--- config.mk ---
export PLATFORM = sky130hd
export DESIGN_NAME = perf_section_marker
export DESIGN_NICKNAME = d
export VERILOG_FILES = /design/src/rtl/perf_section_marker.sv
export SDC_FILE = /design/constraint.sdc
export NUM_CORES = 1
export LEC_CHECK = 0
export CORE_MARGIN = 2
export CORE_UTILIZATION = 43
export CTS_BUF_LIST = sky130_fd_sc_hd__clkbuf_8 sky130_fd_sc_hd__clkbuf_16
export CTS_CLUSTER_SIZE = 40
export DETAILED_ROUTE_END_ITERATION = 8
export GPL_TIMING_DRIVEN = 0
export PLACE_DENSITY = 0.77
export SETUP_SLACK_MARGIN = 0.15
export SLEW_MARGIN = 25
export SYNTH_ARGS = -nofsm -noshare
export SYNTH_HDL_FRONTEND = slang
export SYNTH_SLANG_ARGS = --single-unit
export TNS_END_PERCENT = 10
--- constraint.sdc ---
create_clock -name clk -period 4.5 [get_ports clk]
set_input_delay 0.675 -clock clk [delete_from_list [all_inputs] [get_ports clk]]
set_output_delay 0.675 -clock clk [all_outputs]
set_load 0.02 [all_outputs]
--- src/rtl/perf_section_marker.sv ---
// perf_section_marker: turns per-section begin/end pulses and a clear pulse
// into go/stop/reset writes on an Avalon-MM master port that drives the
// 4-section performance counter slave. Events wait in one pending flag each
// and are issued one write at a time. A pulse that finds its own flag already
// pending is counted in a saturating drop counter.
module perf_section_marker #(
    parameter int unsigned NUM_SECTIONS = 4,
    parameter int unsigned DROP_CNT_W   = 8
) (
    input  logic                    clk,
    input  logic                    reset_n,
    input  logic [NUM_SECTIONS-1:0] sec_begin,
    input  logic [NUM_SECTIONS-1:0] sec_end,
    input  logic                    clear_req,
    input  logic                    enable,
    output logic [3:0]              avm_address,
    output logic                    avm_write,
    output logic                    avm_begintransfer,
    output logic [31:0]             avm_writedata,
    input  logic                    avm_waitrequest,
    output logic                    busy,
    output logic [DROP_CNT_W-1:0]   drop_count
);

    // Flag vector layout: bit 0 = clear, bits 1..N = begin[i], bits N+1..2N = end[i].
    // Ascending bit order is also the arbitration priority order.
    localparam int unsigned NF = 2 * NUM_SECTIONS + 1;

    typedef enum logic {
        S_IDLE,
        S_ISSUE
    } state_t;

    state_t                  r_state;
    state_t                  w_state_nxt;

    logic [NF-1:0]           r_pend;
    logic [NF-1:0]           w_pend_nxt;
    logic [NF-1:0]           w_pulse;
    logic [NF-1:0]           w_clr;
    logic [NF-1:0]           w_drop;
    logic [3:0]              w_drop_num;
    logic [DROP_CNT_W+3:0]   w_drop_sum;
    logic [DROP_CNT_W-1:0]   r_drop_count;
    logic [DROP_CNT_W-1:0]   w_drop_nxt;

    logic [NF-1:0]           r_grant;
    logic [NF-1:0]           w_grant_nxt;
    logic [NF-1:0]           w_win_grant;
    logic [3:0]              w_win_addr;
    logic                    w_win_data;
    logic                    w_found;

    logic                    r_write;
    logic                    w_write_nxt;
    logic                    r_bt;
    logic                    w_bt_nxt;
    logic [3:0]              r_addr;
    logic [3:0]              w_addr_nxt;
    logic                    r_data0;
    logic                    w_data0_nxt;
    logic                    w_done;

    assign w_pulse = {sec_end, sec_begin, clear_req} & {NF{enable}};

    // Fixed-priority pick of the next pending event and its write encoding.
    always_comb begin
        w_win_grant = '0;
        w_win_addr  = '0;
        w_win_data  = 1'b0;
        w_found     = 1'b0;
        if (r_pend[0]) begin
            w_win_grant[0] = 1'b1;
            w_win_data     = 1'b1;
            w_found        = 1'b1;
        end
        for (int unsigned i = 0; i < NUM_SECTIONS; i++) begin
            if (!w_found && r_pend[1+i]) begin
                w_win_grant[1+i] = 1'b1;
                w_win_addr       = 4'(4 * i + 1);
                w_found          = 1'b1;
            end
        end
        for (int unsigned i = 0; i < NUM_SECTIONS; i++) begin
            if (!w_found && r_pend[1+NUM_SECTIONS+i]) begin
                w_win_grant[1+NUM_SECTIONS+i] = 1'b1;
                w_win_addr                    = 4'(4 * i);
                w_found                       = 1'b1;
            end
        end
    end

    // FSM next state and next values of the registered master outputs.
    always_comb begin
        w_state_nxt = r_state;
        w_write_nxt = r_write;
        w_bt_nxt    = r_bt;
        w_addr_nxt  = r_addr;
        w_data0_nxt = r_data0;
        w_grant_nxt = r_grant;
        w_done      = 1'b0;
        case (r_state)
            S_IDLE: begin
                if (|r_pend) begin
                    w_state_nxt = S_ISSUE;
                    w_write_nxt = 1'b1;
                    w_bt_nxt    = 1'b1;
                    w_addr_nxt  = w_win_addr;
                    w_data0_nxt = w_win_data;
                    w_grant_nxt = w_win_grant;
                end
            end
            S_ISSUE: begin
                w_bt_nxt = 1'b0;
                if (r_write && !avm_waitrequest) begin
                    w_done      = 1'b1;
                    w_state_nxt = S_IDLE;
                    w_write_nxt = 1'b0;
                    w_grant_nxt = '0;
                end
            end
            default: begin
                w_state_nxt = S_IDLE;
                w_write_nxt = 1'b0;
                w_bt_nxt    = 1'b0;
                w_grant_nxt = '0;
            end
        endcase
    end

    // Pending-flag update and drop accounting; a new pulse beats a same-cycle completion.
    always_comb begin
        w_clr      = w_done ? r_grant : '0;
        w_pend_nxt = w_pulse | (r_pend & ~w_clr);
        w_drop     = w_pulse & r_pend & ~w_clr;
        w_drop_num = '0;
        for (int unsigned i = 0; i < NF; i++) begin
            w_drop_num = w_drop_num + 4'(w_drop[i]);
        end
        w_drop_sum = (DROP_CNT_W + 4)'(r_drop_count) + (DROP_CNT_W + 4)'(w_drop_num);
        if (|w_drop_sum[DROP_CNT_W+3:DROP_CNT_W]) begin
            w_drop_nxt = '1;
        end else begin
            w_drop_nxt = w_drop_sum[DROP_CNT_W-1:0];
        end
        if (clear_req && enable) begin
            w_drop_nxt = '0;
        end
    end

    // FSM state register.
    always_ff @(posedge clk or negedge reset_n) begin
        if (!reset_n) begin
            r_state <= S_IDLE;
        end else begin
            r_state <= w_state_nxt;
        end
    end

    // Master output, grant, flag and drop-counter registers.
    always_ff @(posedge clk or negedge reset_n) begin
        if (!reset_n) begin
            r_write      <= 1'b0;
            r_bt         <= 1'b0;
            r_addr       <= '0;
            r_data0      <= 1'b0;
            r_grant      <= '0;
            r_pend       <= '0;
            r_drop_count <= '0;
        end else begin
            r_write      <= w_write_nxt;
            r_bt         <= w_bt_nxt;
            r_addr       <= w_addr_nxt;
            r_data0      <= w_data0_nxt;
            r_grant      <= w_grant_nxt;
            r_pend       <= w_pend_nxt;
            r_drop_count <= w_drop_nxt;
        end
    end

    assign avm_address       = r_addr;
    assign avm_write         = r_write;
    assign avm_begintransfer = r_bt;
    assign avm_writedata     = {31'b0, r_data0};
    assign busy              = (r_state != S_IDLE) || (|r_pend);
    assign drop_count        = r_drop_count;

endmodule

[Yosys cells after proc, flatten, opt, wreduce, memory -nomap -nowiden]
Index checks and enable logic that the tools add are counted.
Operators by class
  bitwise logic cells: 7
  add/subtract/negate cells: 9
  eq/ne operators: 2
  muxes and demuxes: 39
  reductions and logical operators: 24
Operator list (number)
  9-bit AND: 4
  4-bit 2-to-1 mux: 7
  9-bit 2-to-1 mux: 3
  1-bit 2-to-1 mux: 23
  4-bit by 1-bit adder with 4-bit output: 5
  9-bit one-hot mux with 2 select lines: 1
  8-bit 2-to-1 mux: 2
  1-bit logical AND: 10
  8-bit by 4-bit adder with 9-bit output: 1
  1-bit zero test: 9
  9-bit NOT: 1
  9-bit bitwise OR: 1
  9-bit OR reduction: 1
  1-bit one-hot mux with 2 select lines: 3
  3-bit by 1-bit adder with 4-bit output: 1
  2-bit AND reduction: 2
  4-bit OR reduction: 1
  2-bit by 1-bit adder with 3-bit output: 1
  1-bit by 1-bit adder with 2-bit output: 1
  2-bit by 1-bit inequality test with 1-bit output (second input constant): 1
  2-bit inequality test (second input constant): 1
  1-bit logical OR: 1
  1-bit NOT: 1
Storage, ports and cells
  flip-flop bits (word level): 34
  output and inout port bits: 47
  word-level logic and storage cells: 89
  input bits: 13

[Depth between registers and ports, before layout]
Gate-level depths: netlist of run 1.
  depth in word-level cells: 27
  mapped depth: 17
  depth with buffers taken out: 15

[Worst setup path after synthesis of run 1]
OpenSTA, ideal clock, no wires.
  kind: input -> register
  from: in avm_waitrequest
  to: reg r_drop_count[5], in the netlist drop_count[5]
  data arrival time: 4345 ps
  path buffers: 1
  data required time: 4376 ps
  cell stages on the path: 16
  setup slack: 31 ps
  setup time: 124 ps
  cell sequence: and3b_1 -> buf_2 -> nand2_1 -> nand2_1 -> nor2_1 -> fa_1 -> inv_1 -> fa_1 -> inv_1 -> fa_1 -> ha_1 -> fa_1 -> a21o_1 -> a21oi_2 -> nor2_1 -> a211o_1
On the way
  cells in the longest elaborated chain, start to end: 19
RTL lines
  from (decl): line 20  | input logic avm_waitrequest,
  1-bit zero test (*): line 115  | if (r_write && !avm_waitrequest) begin
  1-bit logical AND (*): line 115
  1-bit 2-to-1 mux (*): line 115
  1-bit 2-to-1 mux (*): line 102  | case (r_state)
  9-bit 2-to-1 mux (*): line 133  | w_clr = w_done ? r_grant : '0;
  9-bit NOT (*): line 135  | w_drop = w_pulse & r_pend & ~w_clr;
  9-bit AND (*): line 135
  1-bit by 1-bit adder with 2-bit output: line 138  | w_drop_num = w_drop_num + 4'(w_drop[i]);
  2-bit by 1-bit adder with 3-bit output: line 138
  3-bit by 1-bit adder with 4-bit output: line 138
  4-bit by 1-bit adder with 4-bit output (4 in a row): line 138
  4-bit by 1-bit adder with 4-bit output (*): line 138
  8-bit by 4-bit adder with 9-bit output (*): line 140  | w_drop_sum = (DROP_CNT_W + 4)'(r_drop_count) + (DROP_CNT_W + 4)'(w_drop_num);
  4-bit OR reduction: line 141  | if (|w_drop_sum[DROP_CNT_W+3:DROP_CNT_W]) begin
  8-bit 2-to-1 mux (*): line 141
  8-bit 2-to-1 mux (*): line 146  | if (clear_req && enable) begin
  net w_drop_nxt[5]: line 45  | logic [DROP_CNT_W-1:0] w_drop_nxt;
  to (signal assigned): line 177  | r_drop_count <= w_drop_nxt;
  to (decl): line 44  | logic [DROP_CNT_W-1:0] r_drop_count;
The timed path passes the listed nets; every way through them passes the cells marked *.
A chain may end at the register's enable or synchronous reset.

[Worst setup path after layout of run 1]
  from: in avm_waitrequest
  to: reg r_drop_count[4], in the netlist drop_count[4]
The elaborated chain is that of the path after synthesis.

==> results.md, run 1 <==
* Outcome: finished clean
* Vias in the first global route at between 1500 and 2000
* Distinct cells, synth at 42
* Clock tree from TritonCTS: done
* Latest clock arrival within the worst-skew pair at between 0.2 and 0.3 ns
* Floorplan row count at 24
* Total of warnings raised by yosys at 0
* Finished Layout Cells at ~340
* Max H-tree Level at 2
* Post-Route Skew at 0.005843 ns
* Number of buffers on the longest clock path at 2
* Crit path setup slack, layout at 0.2305 ns
* Wire length of the first global-routing pass at just under 7000 µm
* Element type at the critical path start: input port
* Die Y-Extent at about 72 µm
* Hold crit path type: in -> async
* Leakage dissipation at approximately 0.0014 µW
* Nature of the critical path endpoint: flip-flop
* Ratio of cells with drive above 1 in the final layout at slightly above 30%
* Pin count of the biggest net entering global routing at 19
* Initial core utilization at 45.30%
* Clock tree root buffer cell: clkbuf_8
* TritonCTS Buffers at 5
* Drt total wl at 4276 µm
* Dpl ws at -0.5312 ns
* Area added between synthesis and finish at 37.60%
* Area of the core at roughly 4400 µm²
* Largest fanout of any net on the critical path at 7
* Count of state elements after synthesis at 33
* Register area at 825.8 µm²
* Async set-or-reset flop fraction in the synthesized netlist at 100.0%
* Sequential-to-total area share from yosys stat at 41.02%
* Gp weighted congestion at between 0.7 and 0.8
* Cts hold-fix bufs at 0
* Gate Count Post-Synth at ~210
* Routed wire length per instance at roughly 13 µm
* Final standard cell area without fillers at about 2800 µm²
* Net count, final at 313
* R2R Setup Slk at around 0.26 ns
* Multi-input gate area at 1074 µm²
* Clock transition time at the flip-flop clock pins of the worst setup and hold paths at ~0.060 ns
* Via density at around 4.7
* Initial DRT Pass Iterations at 4
* Setup repair after global routing missed its margin: yes
* WP data required at roughly 4.7 ns
* Cell area power density at approximately 420 nW/µm²
* Gr ovfl total at 0
* Area of the mapped netlist at 2013 µm²
* IR Drop Worst-Case VDD at about 0.00035 V
* Total of buffers placed on input and output ports at 27
* Die area at ~5200 µm²
* Max-cap viol count at 0
* Detailed Place HPWL at between 3000 and 4000 µm
* Final Core Density at between 60% and 70%
* Post-route fraction of the period consumed by the critical path at approximately 95%
* Max frequency at roughly 230 MHz
* I/O pin count at 60
* Count of antenna diodes in the layout at 0
* Max Slew Vio Count at 0
* Sum of negative setup slack at 0 ns
* Final Setup Violations at 0
* Post-synth EDFFs at 0
* Global Route Usage Sum at approximately 17%
* Placement-stage cell area at 2502 µm²
* Data arrival time of the worst path at roughly 4.5 ns
* Number of nets still failing antenna checks after routing at 0
* Main flop type after synthesis: dfrtp_1
* Final-layout fill cell count at 366
* Horizontal die dimension at around 72 µm
* # clock sinks at 33
* Crit path kind: in -> reg
* Vias after detailed routing at around 1600
* Tmin final at 4.270 ns
* Syn_area_per_cell at just under 10 µm²
* Final-report hold violation count at 0
* Inst Count DP at between 300 and 400
* Detailed router's first-iteration violation count at just under 90
* Post-route DRC violation count at 0
* Number of antenna violations at the first check in global routing at 0
final timing paths:
path | startpoint | end | cells after the start
worst max-delay path | avm_waitrequest | drop_count[4] | 18
worst min-delay path | reset_n | drop_count[5] | 1
worst max register to register | r_state | drop_count[4] | 18
worst min register to register | r_grant[5] | r_grant[5] | 1
max in group asynchronous | reset_n | r_grant[6] | 2
min in group clk | r_grant[5] | r_grant[5] | 1
routing by layer:
metal / track usage [%] / up-vias / share of wire (%)
met5: 0 / - / 0
li1: - / 800 / -
met1: 20.73 / 753 / 41
met4: 7.819 / 0 / 1.6
met2: 29.46 / 36 / 54
met3: 4.167 / 7 / 3.8
cell usage after synthesis, types with 2 or more instances:
| library cell | instances | area [µm²] |
|---|---|---|
| nor3_2 | 2 | 20.02 |
| o21a_1 | 3 | 22.52 |
| a32o_1 | 4 | 40.04 |
| a21o_1 | 2 | 15.01 |
| nand4_1 | 3 | 18.77 |
| nor3_1 | 2 | 10.01 |
| a211oi_1 | 4 | 30.03 |
| ha_1 | 6 | 75.07 |
| o21ai_0 | 3 | 15.01 |
| dfrtp_1 | 33 | 825.8 |
| a22o_1 | 6 | 52.55 |
| nand2_1 | 37 | 138.9 |
| buf_2 | 2 | 10.01 |
| buf_4 | 33 | 247.7 |
| a21oi_1 | 3 | 15.01 |
| inv_1 | 12 | 45.04 |
| nor2_1 | 21 | 78.83 |
| fa_1 | 6 | 120.1 |
| nor2b_1 | 3 | 18.77 |
cell type report:
cell class | count | area share [%]
well taps | 52 | 2.349
multi-input cells | 158 | 38.75
clock buffers | 5 | 2.484
plain buffers | 36 | 10.16
repair buffers | 42 | 14.41
inverters | 12 | 1.626
clock inverters | 3 | 0.4065
flip-flops and latches | 33 | 29.81
repair_timing:
item | CTS | global route
buffers inserted | 6 | 8
endpoints found under the setup margin | 8 | 6
gates resized for setup | 11 | 26
pin swaps | 10 | 11
layout by cell type, fill, tap and decap left out, types with 2 or more instances in the layout:
cell type	instances
buf_4	46
dfrtp_1	33
conb_1	32
nand2_1	26
clkdlybuf4s50_1	24
nor2_1	15
inv_1	13
nand2_2	11
a22o_1	6
fa_1	5
ha_1	5
clkbuf_8	5
buf_6	4
nor2_2	4
a211oi_1	4
a32o_1	4
nor2_4	3
nand4_1	3
o21ai_0	3
nor2b_1	3
o21a_1	3
a21oi_1	3
inv_2	2
a21o_1	2
nor3_2	2
nor3_1	2
registers in the layout (all words and copies together), names as in the netlist:
| register | flops |
|---|---|
| avm_address | 3 |
| avm_begintransfer | 1 |
| avm_write | 1 |
| drop_count | 8 |
| r_data0 | 1 |
| r_grant | 9 |
| r_pend | 9 |
| r_state | 1 |
through the flow:
stage | hold slack [ns] | total power (µW)
after floorplan | 0.3794 | 727.0
after global placement | 0.4715 | 862.7
after detailed placement | 0.4860 | 886.5
after CTS | 0.3287 | 1122
after global routing | 0.3500 | 1242
final | 0.3196 | 1164
worst max-delay path, cell delays in order:
cell	delay, ns
clkbuf_2	0.09
and3b_2	0.25
buf_6	0.14
nand2_2	0.06
nand2_2	0.09
nor2_4	0.05
fa_1	0.54
inv_2	0.04
fa_1	0.53
inv_1	0.06
fa_1	0.54
ha_4	0.21
fa_2	0.34
a21o_1	0.21
a21oi_4	0.24
buf_6	0.14
a31oi_1	0.03
a211oi_1	0.23
report_power, final:
group | switching (µW) | internal, µW
Clock | 101 | 103
Sequential | 39.0 | 345
Combinational | 296 | 281
Total | 435 | 728
cells by family after synthesis:
logic type	count (synthesis)	share of synthesized area, %
buffers and inverters	48	15.23
AND/OR/NAND/NOR	76	17.84
AO/OA/AOI/OAI	36	15.04
multiplexers	1	0.5593
flip-flops	33	41.02
adder cells (fa/ha/maj)	12	9.696
XOR/XNOR	1	0.4351
other	1	0.1863
No activity file was read; power rests on OpenSTA's default activity.
==> inputs of run 2 (changes only) <==
--- a/config.mk
+++ b/config.mk
@@ -11,7 +11,7 @@
 export CTS_CLUSTER_SIZE = 40
 export DETAILED_ROUTE_END_ITERATION = 8
 export GPL_TIMING_DRIVEN = 0
-export PLACE_DENSITY = 0.77
+export PLACE_DENSITY = 0.82
 export SETUP_SLACK_MARGIN = 0.15
 export SLEW_MARGIN = 25
 export SYNTH_ARGS = -nofsm -noshare
==> run 2 against run 1 <==
Sequential share of layout area rose by 0.58 points. Power shrank 0.25%. Combinational power down 3.6%. Global-route usage is 1.1 points lower. Highest routed layer unchanged.
==> results.md, run 2 (synthesis gave the netlist of run 1 again) <==
* Outcome: finished clean (unchanged)
* Nature of the critical path endpoint: flip-flop (unchanged)
* Crit path capture: drop_count[4] (unchanged)
* Initial DRT Pass Iterations at 4 (unchanged)
* R2R Setup Slk at 0.33 ns (was 0.26 ns)
* Largest fanout of any net on the critical path at 9 (was 7)
* Latest clock arrival within the worst-skew pair at 0.29 ns (was 0.28 ns)
* Crit path setup slack, layout at 0.3069 ns (was 0.2305 ns)
* WP data required at 4.70 ns (was 4.69 ns)
* Final Core Density at 61.15% (was 62.33%)
* Post-Route Skew at 0.008905 ns (was 0.005843 ns)
* Gr ovfl total at 0 (unchanged)
* Hold crit path type: in -> async (unchanged)
* Routed wire length per instance at 12.10 µm (was 12.54 µm)
* Leakage dissipation at 0.001369 µW (was 0.001405 µW)
* Count of antenna diodes in the layout at 0 (unchanged)
* Most common library cell in the layout ignoring fill and taps: buf_4 (unchanged)
* Cell area power density at 427.2 nW/µm² (was 420.2 nW/µm²)
* Vias in the first global route at 1526 (was 1516)
* Final-report hold violation count at 0 (unchanged)
* Tmin final at 4.193 ns (was 4.270 ns)
* Clock tree root buffer cell: clkbuf_8 (unchanged)
* IR Drop Worst-Case VDD at 0.0002807 V (was 0.0003469 V)
* Dpl ws at -0.6104 ns (was -0.5312 ns)
* TritonCTS Buffers at 5 (unchanged)
* Initial core utilization at 45.30% (unchanged)
* Max Slew Vio Count at 0 (unchanged)
* Final Setup Violations at 0 (unchanged)
* Number of buffers on the longest clock path at 2 (unchanged)
* Detailed Place HPWL at 2902 µm (was 3155 µm)
* CP max stage delay at 0.52 ns (was 0.54 ns)
* Number of antenna violations at the first check in global routing at 0 (unchanged)
* Final-layout fill cell count at 369 (was 366)
* Net count, final at 308 (was 313)
* Area of the core at 4444 µm² (unchanged)
* Floorplan row count at 24 (unchanged)
* Max-cap viol count at 0 (unchanged)
* Via density at 4.729 (was 4.680)
* Setup repair after global routing missed its margin: no (was yes)
* Sum of negative setup slack at 0 ns (unchanged)
* Post-route DRC violation count at 0 (unchanged)
* Global Route Usage Sum at 16.22% (was 17.30%)
* Max frequency at 238.5 MHz (was 234.2 MHz)
* Ratio of cells with drive above 1 in the final layout at 28.17% (was 30.80%)
* Post-route fraction of the period consumed by the critical path at 93.18% (was 94.88%)
* Register area at 825.8 µm² (unchanged)
* Data arrival time of the worst path at 4.39 ns (was 4.46 ns)
* Launching element of the worst setup path: clear_req (was avm_waitrequest)
* Area added between synthesis and finish at 34.99% (was 37.60%)
* Cts hold-fix bufs at 0 (unchanged)
* Multi-input gate area at 1064 µm² (was 1074 µm²)
* Vias after detailed routing at 1589 (was 1596)
* Detailed router's first-iteration violation count at 70 (was 87)
* Start of the worst register-to-register path: r_state (unchanged)
* Post-layout total power at 1161 µW (was 1164 µW)
* Highest-count cells in the layout ignoring fill and taps: buf_4, dfrtp_1, conb_1 (unchanged)
* Horizontal die dimension at 72.43 µm (unchanged)
* I/O pin count at 60 (unchanged)
* Reg2reg end: drop_count[4] (unchanged)
* Gp weighted congestion at 0.8038 (was 0.7978)
* Die Y-Extent at 72.43 µm (unchanged)
* Cell count of the worst reg-to-reg path at 18 (unchanged)
* Cell occurring most often along the worst timing path: fa_1 (unchanged)
* Number of nets still failing antenna checks after routing at 0 (unchanged)
* Slowest cell on the critical path: fa_1 (unchanged)
* Element type at the critical path start: input port (unchanged)
* Wire length of the first global-routing pass at 6527 µm (was 6893 µm)
* Total of buffers placed on input and output ports at 27 (unchanged)
* Drt total wl at 4064 µm (was 4276 µm)
* # clock sinks at 33 (unchanged)
* Pin count of the biggest net entering global routing at 30 (was 19)
* Max H-tree Level at 2 (unchanged)
* Clock transition time at the flip-flop clock pins of the worst setup and hold paths at 0.07 ns (was 0.06 ns)
* Crit path kind: in -> reg (unchanged)
* Clock tree from TritonCTS: done (unchanged)
* Die area at 5245 µm² (unchanged)
* List of cells traversed by the critical path: clkdlybuf4s50_1, nand2_4, nor2_4, fa_1, inv_2, fa_1, inv_1, fa_1, ha_4, fa_2, a21o_1, a21oi_4, buf_6, a31oi_1, a211oi_1 (was clkbuf_2, and3b_2, buf_6, nand2_2, nand2_2, nor2_4, fa_1, inv_2, fa_1, inv_1, fa_1, ha_4, fa_2, a21o_1, a21oi_4, buf_6, a31oi_1, a211oi_1)
-- run 2: cell type report --
type | count | area share (%)
plain buffers | 36 | 10.22
clock buffers | 5 | 2.532
clock inverters | 3 | 0.6446
inverters | 12 | 1.657
multi-input cells | 158 | 39.13
flip-flops and latches | 33 | 30.39
well taps | 52 | 2.394
repair buffers | 37 | 13.03
-- run 2: timing repair --
action,4_1_cts,5_1_grt
resized for setup,12,18
endpoints found under the setup margin,8,8
buffers inserted,5,4
pin swaps,12,12
-- run 2: how the worst min path moves through the flow --
stage / depth (start not counted) / slack [ns] / startpoint / to
6_report: 1 / 0.19 / reset_n / drop_count[6]
3_3_place_gp: 1 / 0.47 / r_data0 / r_data0
2_1_floorplan: 0 / 0.38 / reset_n / avm_address[0]
5_1_grt: 1 / 0.19 / reset_n / drop_count[6]
3_5_place_dp: 1 / 0.49 / r_grant[2] / r_grant[2]
4_1_cts: 1 / 0.19 / reset_n / drop_count[6]
-- run 2: worst max-delay path: cells and delay by family --
family,cells,cell delay (ns)
compound gates,4,0.74
simple gates,2,0.21
fa+ha+maj,5,2.07
buf+inv,4,0.70
-- run 2: layer usage --
layer / global-route usage, % / vias to the layer above / routed length [µm]
met4: 10.08 / 0 / 123
li1: - / 795 / -
met1: 19.05 / 726 / 1596
met3: 3.611 / 11 / 255
met5: 0 / - / 0
met2: 26.91 / 57 / 2088
-- run 2: stage by stage --
step,instance area (µm²),hold WS [ns],std cells
3_5_place_dp,2495,0.4856,319
6_report,2718,0.1900,336
4_1_cts,2653,0.1935,332
2_1_floorplan,2145,0.3794,239
3_3_place_gp,2480,0.4693,318
5_1_grt,2718,0.1891,336
-- run 2: where the power goes --
group          internal (µW)  switching, µW
Clock                    107            118
Sequential               345           36.5
Combinational            270            285
Total                    721            440
